**src/rtl/mem_arbiter.sv**
```systemverilog
// Arbitrates a single byte-wide RAM port between instruction fetch and load/store,
// serialising each 1/2/4-byte access into one RAM byte per cycle.
module mem_arbiter (
  input  logic        clk,
  input  logic        rst,
  input  logic        rdy,
  input  logic        if_req,
  input  logic [31:0] if_addr,
  input  logic        mem_req,
  input  logic        mem_we,
  input  logic [31:0] mem_addr,
  input  logic [1:0]  mem_len,
  input  logic [31:0] mem_wdata,
  input  logic [7:0]  ram_din,
  output logic [31:0] ram_a,
  output logic        ram_wr,
  output logic [7:0]  ram_dout,
  output logic        if_done,
  output logic [31:0] if_data,
  output logic        mem_done,
  output logic [31:0] mem_rdata,
  output logic        mem_busy
);
  localparam logic [1:0] S_IDLE = 2'd0;
  localparam logic [1:0] S_BUSY = 2'd1;
  localparam logic [1:0] S_DONE = 2'd2;

  logic [1:0]  state_q, state_d;
  logic [2:0]  k_q, k_d;
  logic [2:0]  n_q, n_d;
  logic        owner_mem_q, owner_mem_d;
  logic        we_q, we_d;
  logic [31:0] addr_q, addr_d;
  logic [31:0] wdata_q, wdata_d;
  logic [31:0] data_q, data_d;
  logic [31:0] ram_a_q, ram_a_d;
  logic        ram_wr_q, ram_wr_d;
  logic [7:0]  ram_dout_q, ram_dout_d;
  logic        if_done_q, if_done_d;
  logic [31:0] if_data_q, if_data_d;
  logic        mem_done_q, mem_done_d;
  logic [31:0] mem_rdata_q, mem_rdata_d;
  logic        mem_busy_q, mem_busy_d;
  logic        stall_q;
  logic [7:0]  hold_q;
  logic [7:0]  byte_in_s;
  logic [31:0] merged_s;
  logic [31:0] result_s;
  logic [2:0]  k_next_s;
  logic        last_s;

  function automatic logic [2:0] len_to_n(input logic [1:0] len);
    case (len)
      2'b00:   len_to_n = 3'd1;
      2'b01:   len_to_n = 3'd2;
      default: len_to_n = 3'd4;
    endcase
  endfunction

  function automatic logic [7:0] get_byte(input logic [31:0] word, input logic [2:0] idx);
    case (idx)
      3'd0:    get_byte = word[7:0];
      3'd1:    get_byte = word[15:8];
      3'd2:    get_byte = word[23:16];
      3'd3:    get_byte = word[31:24];
      default: get_byte = 8'h00;
    endcase
  endfunction

  function automatic logic [31:0] put_byte(input logic [31:0] word, input logic [2:0] idx,
                                           input logic [7:0] b);
    case (idx)
      3'd0:    put_byte = {word[31:8], b};
      3'd1:    put_byte = {word[31:16], b, word[7:0]};
      3'd2:    put_byte = {word[31:24], b, word[15:0]};
      3'd3:    put_byte = {b, word[23:0]};
      default: put_byte = word;
    endcase
  endfunction

  // The RAM keeps reacting to the held address while paused, so the byte that
  // belongs to the pre-pause address is parked in hold_q and used on resume.
  assign byte_in_s = stall_q ? hold_q : ram_din;
  assign merged_s  = put_byte(data_q, k_q - 3'd1, byte_in_s);
  assign result_s  = we_q ? data_q : merged_s;
  assign k_next_s  = k_q + 3'd1;
  assign last_s    = we_q ? (k_q == n_q - 3'd1) : (k_q == n_q);

  // Next-state and next-output computation, assuming the run enable is high.
  always_comb begin
    state_d     = state_q;
    k_d         = k_q;
    n_d         = n_q;
    owner_mem_d = owner_mem_q;
    we_d        = we_q;
    addr_d      = addr_q;
    wdata_d     = wdata_q;
    data_d      = data_q;
    ram_a_d     = ram_a_q;
    ram_wr_d    = 1'b0;
    ram_dout_d  = ram_dout_q;
    if_done_d   = 1'b0;
    if_data_d   = if_data_q;
    mem_done_d  = 1'b0;
    mem_rdata_d = mem_rdata_q;
    mem_busy_d  = mem_busy_q;
    case (state_q)
      S_IDLE: begin
        k_d     = 3'd0;
        data_d  = 32'h0;
        ram_a_d = 32'h0;
        if (mem_req) begin
          state_d     = S_BUSY;
          owner_mem_d = 1'b1;
          we_d        = mem_we;
          n_d         = len_to_n(mem_len);
          addr_d      = mem_addr;
          wdata_d     = mem_wdata;
          ram_a_d     = mem_addr;
          ram_wr_d    = mem_we;
          ram_dout_d  = mem_wdata[7:0];
          mem_busy_d  = 1'b1;
        end else if (if_req) begin
          state_d     = S_BUSY;
          owner_mem_d = 1'b0;
          we_d        = 1'b0;
          n_d         = 3'd4;
          addr_d      = if_addr;
          wdata_d     = 32'h0;
          ram_a_d     = if_addr;
          mem_busy_d  = 1'b0;
        end else begin
          state_d = S_IDLE;
        end
      end
      S_BUSY: begin
        data_d = (!we_q && (k_q != 3'd0)) ? merged_s : data_q;
        if (last_s) begin
          state_d    = S_DONE;
          ram_a_d    = 32'h0;
          ram_dout_d = 8'h00;
          if (owner_mem_q) begin
            mem_done_d  = 1'b1;
            mem_rdata_d = result_s;
          end else begin
            if_done_d = 1'b1;
            if_data_d = result_s;
          end
        end else begin
          k_d        = k_next_s;
          ram_a_d    = addr_q + {29'd0, k_next_s};
          ram_wr_d   = we_q;
          ram_dout_d = we_q ? get_byte(wdata_q, k_next_s) : ram_dout_q;
        end
      end
      S_DONE: begin
        state_d     = S_IDLE;
        k_d         = 3'd0;
        ram_a_d     = 32'h0;
        if_data_d   = 32'h0;
        mem_rdata_d = 32'h0;
        mem_busy_d  = 1'b0;
      end
      default: begin
        state_d    = S_IDLE;
        k_d        = 3'd0;
        ram_a_d    = 32'h0;
        mem_busy_d = 1'b0;
      end
    endcase
  end

  // Architectural state and registered outputs; all of it freezes while rdy is low.
  always_ff @(posedge clk) begin
    if (rst) begin
      state_q     <= S_IDLE;
      k_q         <= 3'd0;
      n_q         <= 3'd0;
      owner_mem_q <= 1'b0;
      we_q        <= 1'b0;
      addr_q      <= 32'h0;
      wdata_q     <= 32'h0;
      data_q      <= 32'h0;
      ram_a_q     <= 32'h0;
      ram_wr_q    <= 1'b0;
      ram_dout_q  <= 8'h00;
      if_done_q   <= 1'b0;
      if_data_q   <= 32'h0;
      mem_done_q  <= 1'b0;
      mem_rdata_q <= 32'h0;
      mem_busy_q  <= 1'b0;
    end else if (rdy) begin
      state_q     <= state_d;
      k_q         <= k_d;
      n_q         <= n_d;
      owner_mem_q <= owner_mem_d;
      we_q        <= we_d;
      addr_q      <= addr_d;
      wdata_q     <= wdata_d;
      data_q      <= data_d;
      ram_a_q     <= ram_a_d;
      ram_wr_q    <= ram_wr_d;
      ram_dout_q  <= ram_dout_d;
      if_done_q   <= if_done_d;
      if_data_q   <= if_data_d;
      mem_done_q  <= mem_done_d;
      mem_rdata_q <= mem_rdata_d;
      mem_busy_q  <= mem_busy_d;
    end
  end

  // Tracks pauses and parks the read byte seen in the first paused cycle.
  always_ff @(posedge clk) begin
    if (rst) begin
      stall_q <= 1'b0;
      hold_q  <= 8'h00;
    end else begin
      stall_q <= ~rdy;
      if (!rdy && !stall_q) begin
        hold_q <= ram_din;
      end
    end
  end

  assign ram_a     = ram_a_q;
  assign ram_wr    = ram_wr_q & rdy;
  assign ram_dout  = ram_dout_q;
  assign if_done   = if_done_q & rdy;
  assign if_data   = if_data_q;
  assign mem_done  = mem_done_q & rdy;
  assign mem_rdata = mem_rdata_q;
  assign mem_busy  = mem_busy_q;
endmodule

```
**config.mk**
```make
export PLATFORM = sky130hd
export DESIGN_NAME = mem_arbiter
export DESIGN_NICKNAME = d
export VERILOG_FILES = /design/src/rtl/mem_arbiter.sv
export SDC_FILE = /design/constraint.sdc
export NUM_CORES = 1
export LEC_CHECK = 0
export ABC_CLOCK_PERIOD_IN_PS = 3000
export BUFFER_PORTS_ARGS = -buffer_cell sky130_fd_sc_hd__buf_2
export CORE_MARGIN = 4
export CORE_UTILIZATION = 54
export DETAILED_ROUTE_END_ITERATION = 16
export MAX_ROUTING_LAYER = met4
export PLACE_DENSITY = 0.8
export SLEW_MARGIN = 30
export SYNTH_ARGS = -nofsm -noshare
export SYNTH_HDL_FRONTEND = slang
export SYNTH_SLANG_ARGS = --single-unit
```
**constraint.sdc**
```tcl
create_clock -name clk -period 3 [get_ports clk]
set_input_delay 0.6 -clock clk [delete_from_list [all_inputs] [get_ports clk]]
set_output_delay 0.6 -clock clk [all_outputs]
set_load 0.02 [all_outputs]
```
==> results.py <==
metrics = {
    "power_and_ir_drop": {
        "clockPowerShare_pct": 41.0,
        "total_power_mw": 6.72,
        "power.density_nw_per_um2": 580,
        "p_leak_nw": 4.85,
        "power_switching_mw": 1.76,
        "seq_power_share_pct": 47.5,
        "comb_power_share_pct": 11.5,
        "irDropWorstVdd_mv": 0.526,
        "p_int_mw": 4.97,
        "switching_share_pct": 26.1,
    },
    "floorplan": {
        "fp-row-count": 48,
        "core_area_sq_um": 17400,
        "die_w_microns": 141,
        "num_io_pins": 220,
        "die-area_sq_um": 20000,
        "die_h_microns": 141,
        "start_util_pct": 55.3,
    },
    "timing": {
        "grt_setup_unrepaired": "no",
        "period_minus_slack_ns": 2.70,
        "finClkSkew_ns": 0.0209,
        "setup_viol": 0,
        "tns_ns": 0,
        "hold_viol_final": 0,
        "worst_pin_slew_ns": 0.906,
        "clock.fmax_mhz": 371,
        "hold_slack_ns": 0.306,
        "max-slew-margin-rel_pct": 39.1,
        "fin_crit_sh_pct": 89.9,
        "slew_viol_final": 0,
    },
    "synthesis": {
        "synth_top_area_share_pct": 46.5,
        "synth_area_sq_um": 9600,
        "synth_cell_types": 56,
        "synth-seq-cells": 223,
        "synth_top_cells_by_area": "dfxtp_1 (46%), a22o_1 (8.1%), a22oi_1 (6.4%)",
        "synth_nets": 1139,
        "postSynth.asyncResetShare_pct": 0,
        "yosysWarningCount": 0,
        "ys_seq_area_share_pct": 46.5,
        "synth.largest_area_cell": "dfxtp_1",
        "avgSynthCellArea_sq_um": 9.46,
        "synth_ff_type": "dfxtp_1",
        "synth_cells": 1015,
        "synth_edf_count": 0,
    },
    "route": {
        "num_vias": 8605,
        "wl_per_cell_microns": 18.0,
        "drt-total-wl_microns": 26100,
        "drtIter0Drc": 760,
        "postRouteAntennaNets": 0,
        "vias_per_cell": 5.92,
        "drt-pass1-iter-count": 5,
        "post-route-drc-count": 0,
    },
    "global_route": {
        "grt_pass1_wl_microns": 41900,
        "grt_max_degree": 66,
        "antenna_found_initial": 1,
        "grt_pass1_vias": 8300,
        "overflow": 0,
        "track_usage_pct": 25.9,
    },
    "clock_network": {
        "postCtsHoldBufs": 0,
        "cts_made_buffers": 23,
        "cts_setup_buffers": 0,
        "cts_sinks": 223,
        "cts_tree": "done",
        "insertion_delay_ns": 0.51,
        "path_clk_slew_ns": 0.07,
        "postCtsResizedCells": 0,
        "clockBufferDepth": 3,
        "htreeDepth": 1,
        "clockRootBuffer": "clkbuf_16",
    },
    "finish": {
        "fill_cells": 1431,
        "area_growth_pct": 20.7,
        "nNetsFinal": 1335,
        "fin_cells": 1453,
        "final_util_pct": 66.8,
        "drive_gt1_share_pct": 25.0,
    },
    "placed_design": {
        "port_buffers": 219,
        "globalplace.congestion": 0.908,
        "dp_cells": 1411,
        "dp_hpwl_microns": 18300,
    },
    "worst_setup_path": {
        "crit_type": "reg2reg",
        "worstPathRequired_ns": 3.36,
        "worst-r2r-cell-count": 8,
        "arrival_ns": 3.06,
        "reg2reg_from": "k_q[1]$_SDFFE_PP0P_",
        "r2r_slack_ns": 0.30,
        "crit_path_start_kind": "register",
        "path_max_fanout": 11,
        "r2r-end": "ram_a[29]$_SDFFE_PP0P_",
        "crit_path_end_kind": "register",
    },
    "worst_hold_path": {
        "whs_endpoint": "ram_dout[3]$_SDFFE_PP0P_",
        "worstHoldStart": "mem_wdata[3]",
        "min_path_cells": 3,
        "hold_class": "in2reg",
    },
    "status": {
        "status": "completed",
    },
    "job": {
        "maxCapViolations": 0,
    },
}
[kinds of logic (layout without fill, tap and decap cells)]
family          count (synthesis)  count (layout)  share of synthesized area [%]
compound gates                312             312                           25.5
xor+xnor                       37              37                           3.52
fa+ha+maj                      12              12                           1.64
buf+inv                       100             312                           4.55
flops                         223             223                           46.5
mux                            44              44                           4.70
other cells                     0               1                              0
simple gates                  287             287                           13.6
[layout by cell type (no fill, tap or decap), drive strengths merged, types with 20 or more instances in the layout]
| cell | Yosys | routed |
|---|---|---|
| nor2 | 138 | 138 |
| mux2i | 35 | 35 |
| inv | 24 | 25 |
| nand2 | 59 | 59 |
| o221ai | 32 | 32 |
| buf | 20 | 247 |
| clkbuf | 56 | 29 |
| a211oi | 32 | 32 |
| a22o | 89 | 89 |
| dfxtp | 223 | 223 |
| xnor2 | 24 | 24 |
| a21oi | 27 | 27 |
| o21ai | 20 | 20 |
| a22oi | 82 | 82 |
[sequential cells by signal, indices dropped and copies added, names as in the netlist]
name         cells
we_q             1
ram_dout         8
if_data         32
stall_q          1
mem_done_q       1
ram_wr_q         1
state_q          2
owner_mem_q      1
n_q              3
mem_rdata       32
ram_a           32
if_done_q        1
data_q          32
mem_busy         1
wdata_q         32
hold_q           8
k_q              3
addr_q          32
[routing by layer]
metal / track usage [%] / vias up / part of all wire, %
met5: - / - / 0
met4: 6.78 / 0 / 2.5
met3: 3.94 / 52 / 7.6
met2: 43.3 / 361 / 48
met1: 33.0 / 4025 / 42
li1: - / 4167 / -
[worst max-delay path by stage]
stage	from	end	depth (start not counted)	slack, ns
4_1_cts	k_q[1]$_SDFFE_PP0P_	ram_a[29]$_SDFFE_PP0P_	8	0.34
6_report	k_q[1]$_SDFFE_PP0P_	ram_a[29]$_SDFFE_PP0P_	8	0.30
5_1_grt	k_q[1]$_SDFFE_PP0P_	ram_a[27]$_SDFFE_PP0P_	8	0.09
3_5_place_dp	k_q[1]$_SDFFE_PP0P_	ram_a[29]$_SDFFE_PP0P_	8	0.36
3_3_place_gp	k_q[1]$_SDFFE_PP0P_	mem_rdata[10]$_SDFFE_PP0P_	7	0.48
2_1_floorplan	k_q[1]$_SDFFE_PP0P_	ram_a[19]$_SDFFE_PP0P_	9	0.65
[through the flow]
step	setup WS [ns]	cell area, sq um
CTS	0.342	11600
finish	0.302	11600
floorplan	0.649	9600
global route	0.0940	11600
detailed placement	0.365	10900
global placement	0.476	10900
[synth_stat cells (all sizes together), types with 3 or more instances]
| library cell | count |
|---|---|
| dfxtp | 223 |
| clkbuf | 56 |
| o221ai | 32 |
| nor2b | 8 |
| nor2 | 138 |
| nand2b | 3 |
| xor2 | 12 |
| buf | 20 |
| xnor2 | 24 |
| mux2i | 35 |
| and2 | 9 |
| a21oi | 27 |
| a221oi | 8 |
| nand2 | 59 |
| mux2 | 9 |
| ha | 11 |
| or2 | 4 |
| nor3 | 14 |
| o21ai | 20 |
| inv | 24 |
| a211oi | 32 |
| o211ai | 3 |
| nor4b | 5 |
| or3 | 4 |
| nand3 | 11 |
| a22o | 89 |
| nand4 | 8 |
| a22oi | 82 |
| nor4 | 16 |
| a2111oi | 3 |
[power by group through the flow]
stage	logic, mW	clock network, mW	registers (mW)
floorplan	0.488	0	3.27
global placement	0.756	0	3.25
detailed placement	0.769	0	3.25
CTS	0.773	2.79	3.19
global route	0.852	2.92	3.21
finish	0.774	2.76	3.19
[layout make-up]
class | instances | area (sq um) | share of cell area [%]
diodes | 1 | 2.50 | 0.0216
clock buffers | 29 | 638 | 5.51
clock inverters | 12 | 93.8 | 0.810
inverters | 24 | 90.1 | 0.777
multi-input cells | 692 | 4710 | 40.7
flip-flops and latches | 223 | 4460 | 38.5
well taps | 225 | 282 | 2.43
repair buffers | 247 | 1310 | 11.3
[worst max-delay path: stages (launching register included)]
cell and delay (ns):
dfxtp_1 0.50, ha_1 0.26, xor2_1 0.28, ha_1 0.30, o211a_1 0.22, nand2_1 0.27, nor4_1 0.41, xnor2_1 0.16
o221ai_1 0.14
No activity file was read; power rests on OpenSTA's default activity.
